### config.mk
export PLATFORM = sky130hd
export DESIGN_NAME = bc_orbit_sequencer
export DESIGN_NICKNAME = d
export VERILOG_FILES = /design/src/rtl/bc_orbit_sequencer.sv
export SDC_FILE = /design/constraint.sdc
export NUM_CORES = 1
export LEC_CHECK = 0
export ABC_CLOCK_PERIOD_IN_PS = 2600
export BUFFER_PORTS_ARGS = -buffer_cell sky130_fd_sc_hd__buf_2
export CAP_MARGIN = 10
export CORE_MARGIN = 2
export CORE_UTILIZATION = 52
export DETAILED_ROUTE_END_ITERATION = 7
export GPL_ROUTABILITY_DRIVEN = 0
export HOLD_SLACK_MARGIN = 0.1
export PLACE_DENSITY = 0.73
export SLEW_MARGIN = 20
export SYNTH_ARGS = -nofsm -noshare
export SYNTH_HDL_FRONTEND = slang
export SYNTH_SLANG_ARGS = --single-unit
### constraint.sdc
create_clock -name clk -period 2.6 [get_ports clk]
set_input_delay 0.13 -clock clk [delete_from_list [all_inputs] [get_ports clk]]
set_output_delay 0.13 -clock clk [all_outputs]
set_load 0.03 [all_outputs]
### src/rtl/bc_orbit_sequencer.sv
// Run-control sequencer: free-running BC counter, orbit counter and an 8-state
// run FSM. Build option BC_SYNC_CHECK_EN traps misaligned orbit_sync_i into ERROR.
package my_package_pkg;
  localparam int unsigned LSB_CNT_MAX = 3564;
  localparam logic ZERO = 1'b0;
  localparam logic TRUE = 1'b1;
  typedef enum logic [2:0] {
    FSM_ST0 = 3'd0, FSM_ST1 = 3'd1, FSM_ST2 = 3'd2, FSM_ST3 = 3'd3,
    FSM_ST4 = 3'd4, FSM_ST5 = 3'd5, FSM_ST6 = 3'd6, FSM_ST7 = 3'd7
  } FSM_States_t;
endpackage

module bc_orbit_sequencer
  import my_package_pkg::*;
#(
  parameter int ORBIT_W      = 16,
  parameter int DRAIN_CYCLES = 8
) (
  input  logic               clk,
  input  logic               rst_n,
  input  logic               start_i,
  input  logic               stop_i,
  input  logic               pause_i,
  input  logic               orbit_sync_i,
  input  logic [ORBIT_W-1:0] n_orbits_i,
  output logic [11:0]        bc_cnt_o,
  output logic [ORBIT_W-1:0] orbit_cnt_o,
  output logic               bc0_o,
  output logic [2:0]         state_o,
  output logic               busy_o,
  output logic               done_o,
  output logic               err_o
);

  localparam logic [2:0] S_IDLE  = FSM_ST0;
  localparam logic [2:0] S_ARM   = FSM_ST1;
  localparam logic [2:0] S_WAIT  = FSM_ST2;
  localparam logic [2:0] S_RUN   = FSM_ST3;
  localparam logic [2:0] S_PAUSE = FSM_ST4;
  localparam logic [2:0] S_DRAIN = FSM_ST5;
  localparam logic [2:0] S_DONE  = FSM_ST6;
  localparam logic [2:0] S_ERROR = FSM_ST7;

  localparam logic [11:0] BC_LAST    = 12'(LSB_CNT_MAX - 1);
  localparam logic [7:0]  DRAIN_LAST = 8'(DRAIN_CYCLES - 1);

  logic [11:0]        bc_cnt;
  logic               wrap;
  logic               sync_err;
  logic [2:0]         state, state_nxt;
  logic [ORBIT_W-1:0] orbit_nxt, orbit_inc;
  logic [ORBIT_W-1:0] n_lat, n_lat_nxt;
  logic [7:0]         drain_cnt, drain_nxt;

  assign wrap     = (bc_cnt == BC_LAST);
  assign bc_cnt_o = bc_cnt;
  assign bc0_o    = (bc_cnt == 12'd0);
  assign state_o  = state;

`ifdef BC_SYNC_CHECK_EN
  // A BC0 strobe anywhere but the natural wrap point means the run lost alignment.
  assign sync_err = busy_o && orbit_sync_i && !wrap;
`else
  assign sync_err = ZERO;
`endif

  always_ff @(posedge clk or negedge rst_n) begin
    if (!rst_n)                   bc_cnt <= 12'd0;
    else if (wrap || orbit_sync_i) bc_cnt <= 12'd0;
    else                          bc_cnt <= bc_cnt + 12'd1;
  end

  always_comb begin
    state_nxt = state;
    orbit_nxt = orbit_cnt_o;
    n_lat_nxt = n_lat;
    drain_nxt = drain_cnt;
    orbit_inc = (orbit_cnt_o == '1) ? orbit_cnt_o : orbit_cnt_o + 1'b1;
    case (state)
      S_IDLE: if (!stop_i && start_i) state_nxt = S_ARM;
      S_ARM: begin
        n_lat_nxt = n_orbits_i;
        orbit_nxt = '0;
        if (stop_i)                 state_nxt = S_IDLE;
        else if (sync_err)          state_nxt = S_ERROR;
        else if (n_orbits_i == '0)  state_nxt = S_ERROR;
        else                        state_nxt = S_WAIT;
      end
      S_WAIT: begin
        if (stop_i)        state_nxt = S_IDLE;
        else if (sync_err) state_nxt = S_ERROR;
        else if (wrap)     state_nxt = S_RUN;
      end
      S_RUN: begin
        if (stop_i)        state_nxt = S_DRAIN;
        else if (sync_err) state_nxt = S_ERROR;
        else begin
          if (wrap) orbit_nxt = orbit_inc;
          if (wrap && (orbit_cnt_o == n_lat - 1'b1)) state_nxt = S_DRAIN;
          else if (pause_i)                          state_nxt = S_PAUSE;
        end
      end
      S_PAUSE: begin
        if (stop_i)                state_nxt = S_DRAIN;
        else if (sync_err)         state_nxt = S_ERROR;
        else if (wrap && !pause_i) state_nxt = S_RUN;
      end
      S_DRAIN: begin
        if (sync_err)                     state_nxt = S_ERROR;
        else if (drain_cnt == DRAIN_LAST) state_nxt = S_DONE;
        else                              drain_nxt = drain_cnt + 8'd1;
      end
      S_DONE:  state_nxt = S_IDLE;
      S_ERROR: if (stop_i) state_nxt = S_IDLE;
      default: state_nxt = S_IDLE;
    endcase
    if (state_nxt == S_DRAIN && state != S_DRAIN) drain_nxt = 8'd0;
  end

  // Status flags are decoded from the next state so they align with state_o.
  always_ff @(posedge clk or negedge rst_n) begin
    if (!rst_n) begin
      state       <= S_IDLE;
      orbit_cnt_o <= '0;
      n_lat       <= '0;
      drain_cnt   <= 8'd0;
      busy_o      <= ZERO;
      done_o      <= ZERO;
      err_o       <= ZERO;
    end else begin
      state       <= state_nxt;
      orbit_cnt_o <= orbit_nxt;
      n_lat       <= n_lat_nxt;
      drain_cnt   <= drain_nxt;
      busy_o      <= (state_nxt == S_ARM) || (state_nxt == S_WAIT) ||
                     (state_nxt == S_RUN) || (state_nxt == S_PAUSE) ||
                     (state_nxt == S_DRAIN);
      done_o      <= (state_nxt == S_DONE)  ? TRUE : ZERO;
      err_o       <= (state_nxt == S_ERROR) ? TRUE : ZERO;
    end
  end

endmodule
Yosys cells after proc, flatten, opt, wreduce, memory -nomap -nowiden. Cells that the tools add are included.

Flip-flop bits (word level): 58. Bits of input ports: 22. Output and inout bits: 35.

$add $sub $neg: 4. Equal/unequal tests: 23. Mux-type cells: 23. Reduce and logical (&&, ||, !) cells: 18.

Operators with widths (count): 2-to-1 mux 16 bit (3); 2-to-1 mux 3 bit (12); case mux 16 bit (2 select lines) (1); equality test 3 bit (second input constant) (8); 2-to-1 mux 8 bit (3); case mux 3 bit (8 select lines) (1); adder 16 x 1 -> 16 bit (second input constant) (1); equality test 16 bit (1); equality test 16 bit (second input constant) (1); zero test 16 bit (1); subtractor 16 x 1 -> 16 bit (second input constant) (1); adder 12 x 1 -> 12 bit (second input constant) (1); equality test 12 bit (second input constant) (1); equality test 3 x 2 -> 1 bit (second input constant) (4); zero test 12 bit (1); 2-to-1 mux 12 bit (1); adder 8 x 1 -> 8 bit (second input constant) (1); equality test 8 x 3 -> 1 bit (second input constant) (1); equality test 3 x 1 -> 1 bit (second input constant) (2); inequality test 2 bit (second input constant) (3); logical OR 1 bit (5); logical AND 1 bit (4); AND reduction 4 bit (1); nonzero test 2 bit (2); other kinds (6) (8).

Logic depth before layout (Yosys ltp).
Depth in word-level cells: 11. Mapped depth: 10. Mapped depth without buffers: 9.

Worst setup path before layout. OpenSTA, ideal clock, no wires.

Kind: register to register. From: reg n_lat[0]. To: reg drain_cnt[0]. Library setup time: 133 ps. Arrival time: 2435 ps. Path slack: 31 ps. Cell stages (with the launch flop): 11. Path buffers: 1. Cells stage by stage: dfrtp_1 > inv_1 > ha_1 > or4b_4 > buf_6 > or2_4 > o311a_1 > o21ai_2 > and4_1 > o2111a_4 > a21oi_1.

Cells in the longest elaborated chain, start to end: 10. Elaborated cells between the ends (all ways): 12. Those cells by class: 1 x add/sub; 3 x eq/ne; 4 x mux; 4 x reduce/logical.

Ends and longest elaborated chain: start: declaration (RTL line 52) `logic [ORBIT_W-1:0] n_lat, n_lat_nxt;`; start signal: assignment (RTL line 133) `n_lat <= n_lat_nxt;`; subtractor 16 x 1 -> 16 bit * (RTL line 99) `if (wrap && (orbit_cnt_o == n_lat - 1'b1)) state_nxt = S_DRAIN;`; equality test 16 bit * (RTL line 99); logical AND 1 bit * (RTL line 99); 2-to-1 mux 3 bit * (RTL line 99); 2-to-1 mux 3 bit * (RTL line 95) `if (stop_i) state_nxt = S_DRAIN;`; case mux 3 bit (8 select lines) * (RTL line 79) `case (state)`; equality test 3 bit * (RTL line 117) `if (state_nxt == S_DRAIN && state != S_DRAIN) drain_nxt = 8'd0;`; logical AND 1 bit * (RTL line 117); inequality test 2 x 1 -> 1 bit (no source line) or nonzero test 2 bit (tied branches); AND reduction 2 bit (no source line); end signal: assignment (RTL line 134) `drain_cnt <= drain_nxt;`; end: declaration (RTL line 53) `logic [7:0] drain_cnt, drain_nxt;`.

Every way passes the cells marked *; elsewhere a longest branch is shown, timed or not. A chain may end at the register's enable or synchronous reset.

Final worst setup path.
From: reg n_lat[1]. To: reg drain_cnt[5].

Same word-level chain as after synthesis.

==> summary.txt <==
Status: completed
Clock transition at the registers of the reported paths: 70 ps
First drt pass iteration count: 4
Critical Path End Type: flop
Clk Tree Root Cell: clkbuf_8
Synth warnings: 0
Max Freq: 391.7 MHz
Most frequent cells in the layout: 58 x dfrtp_1, 56 x buf_2, 41 x nor2_1, 27 x nand2_1, 25 x xor2_1
Post-route setup TNS: 0 ps
Synth-to-layout area growth: 24.00%
Slowest Stage Delay on Critical Path: 520 ps
Synthesized area: 0.003607 mm^2
Worst path depth: 9
Dpl ws: 70.84 ps
Final Hold Viols: 0
Main synth FF type: dfrtp_1
Final period util: 98.19%
Vias per inst: 5.802
HPWL after DPL: 6.408 mm
Synth Area in XOR/XNOR: 11.90%
Post-synthesis mux area share: 4.891%
Row count: 30
Sequential share of power: 32.3%
First-pass GRT wire length: 14.64 mm
Clock skew: 6.285 ps
# fillers: 587
Total wire length: 8.960 mm
Worst Slack Setup Final: 46.97 ps
Synthesized area per cell: 9.273 um^2
Post-layout min period: 2553 ps
Worst r2r src: n_lat[1]
Die ar.: 0.007620 mm^2
CTS HTree Levels: 3
EDFF count, synth: 0
Die height: 87.29 um
Vias in the first global route: 3053
Critical Path, Cell by Cell: inv_1, ha_2, or4b_4, o21ai_0, o21ai_0, nor3b_1, and4_1, o2111a_4, a21oi_1
Worst skew pair latency: 340 ps
DR iter-0 viols: 157
Antenna violations before repair: 0
Pwr/cell area: 884.3 mW/mm^2
Worst-margin pin slew: 879.6 ps
Sink Count: 58
Inserted Clock Buffers: 9
Max-slew violation count: 0
Synth Net Count: 416
Post-Synth Simple-Gate Area: 25.67%
# port buffers: 56
Crit start category: flop
Hold Crit Class: in -> reg
Family with the most delay on the worst path: simple AND/OR/NAND/NOR gates
Buf/Inv on CP: 1
Adder-Cell Fraction of Synth Area: 1.734%
Yosys cell types: 63
Worst setup startpoint: n_lat[1]
Ys async rst share: 100.0%
Final setup viols: 0
Nets: 509
FF+latch area: 0.001451 mm^2
CP Data Required Time: 2800 ps
CORE AREA: 0.006756 mm^2
Max-slew headroom: 41.36%
Crit path DAT: 2760 ps
Sw power: 1.592 mW
I/O pin count: 57
Maximum VDD drop: 326.7 uV
P_int: 2.363 mW
Cells after Synth: 389
Area of the multi-input gates: 0.002053 mm^2
Seq/Total Area, Yosys: 40.24%
Post-route DRC: 0
Share of layout cells above drive strength 1: 25.51%
Worst-case reg-to-reg path depth: 9
CTS tree: done
Critical Path Slowest Stage Cell: or4b_4
DR vias: 3284
Switching part of the total: 40.25%
Post-route insts no fill: 566
Hold_sp: pause_i
Placed instance count: 531
#FFs+latches synth: 58
Worst Path Max Fanout: 8
Global-route usage over all layers: 24.69%
Clock share of power: 20.5%
Final core utilization: 66.20%
Largest family of logic cells by synthesized area: simple AND/OR/NAND/NOR gates
Crit path kind: reg -> reg
Leak pwr: 2.085 nW
Routed Antenna Nets: 0
Die width: 87.29 um
Complex-gate fraction of the synthesized area: 11.79%
Most used cell, CP: o21ai_0
Grt ovf: 0
Wirelength per Cell: 15.83 um
Most common cell after layout, fill and taps aside: dfrtp_1
Hold path depth: 5
Initial Util: 53.39%
Max Root-Sink Buffers: 2
RSZ-0062 raised after global routing: false
Antenna cell count: 0
Gate power share: 47.2%
Largest net degree at the start of global routing: 41
Max-cap viol count: 0
## cell type report
cell class	count	area share, %
repair buffers	95	13.76
multi-input cells	300	45.90
clock buffers	12	3.245
well taps	80	2.238
inverters	18	1.510
flip-flops and latches	58	32.45
clock inverters	3	0.8951
## what timing repair did
| action | CTS | global route |
|---|---|---|
| setup buffers | 0 | 2 |
| gates resized for setup | 0 | 6 |
| hold buffers | 17 | 0 |
| setup endpoints to repair | 0 | 20 |
| hold endpoints to repair | 55 | 0 |
## worst reg2reg max path: cells and delay by family (launching register included)
kind,cells,cell delay [ps]
compound gates,4,770
fa+ha+maj,1,190
buf+inv,1,80
flops,1,400
simple gates,3,990
## flip-flops by register name (all words and copies together), names as in the netlist
signal and count:
bc_cnt_o 12, busy_o 1, done_o 1, drain_cnt 8, err_o 1, n_lat 16, orbit_cnt_o 16, state_o 3
## per-stage QoR
| step | instance area (um^2) | power (mW) | hold WS, ps |
|---|---|---|---|
| global route | 4473 | 4.209 | 229.5 |
| CTS | 4427 | 3.909 | 182.6 |
| global placement | 4071 | 3.026 | 304.9 |
| floorplan | 3607 | 2.577 | -165.6 |
| finish | 4473 | 3.955 | 200.7 |
| detailed placement | 4071 | 3.058 | 303.5 |
## cell families after synthesis
logic type	after synthesis
AND/OR/NAND/NOR	169
AO/OA/AOI/OAI	60
flip-flops	58
XOR/XNOR	49
buffers and inverters	32
multiplexers	16
adder cells (fa/ha/maj)	5
## power groups by stage
stage / Combinational, mW / Clock (mW) / Sequential [mW]
after floorplan: 1.23 / 0 / 1.34
after global placement: 1.74 / 0 / 1.28
after detailed placement: 1.77 / 0 / 1.28
after CTS: 1.81 / 0.831 / 1.27
after global routing: 2.03 / 0.861 / 1.32
final: 1.87 / 0.810 / 1.28
## Yosys cell counts, types with 3 or more instances
library cell | n | share of area [%]
a211oi_1 | 5 | 1.0
a21oi_1 | 16 | 2.2
and2_1 | 4 | 0.69
and3_1 | 8 | 1.4
and4_1 | 3 | 0.73
clkbuf_1 | 10 | 1.0
dfrtp_1 | 58 | 40
ha_1 | 5 | 1.7
inv_1 | 18 | 1.9
mux2_2 | 13 | 4.1
mux2i_1 | 3 | 0.83
nand2_1 | 27 | 2.8
nand2b_1 | 9 | 1.6
nand3_1 | 16 | 2.2
nand3b_1 | 4 | 0.83
nand4_1 | 14 | 2.4
nor2_1 | 42 | 4.4
nor3_1 | 7 | 0.97
nor4_1 | 7 | 1.2
o21ai_0 | 9 | 1.2
or3_1 | 9 | 1.6
or4_1 | 4 | 0.83
xnor2_1 | 24 | 5.8
xor2_1 | 25 | 6.1
## metal layers
| metal | GRT usage (%) | vias to the layer above | wire, um |
|---|---|---|---|
| met2 | 38.50 | 97 | 4210 |
| met1 | 34.33 | 1582 | 4196 |
| li1 | - | 1595 | - |
| met4 | 7.972 | 0 | 99 |
| met5 | 0 | - | 0 |
| met3 | 5.308 | 10 | 453 |
## worst paths after layout
kind	end	slack [ps]
max	drain_cnt[5]	50
min	state_o[1]	200
max reg2reg	drain_cnt[5]	50
min reg2reg	n_lat[15]	560
max in group asynchronous	orbit_cnt_o[14]	1360
min in group asynchronous	n_lat[9]	450
Note: power is estimated with default switching activity, not from simulation.
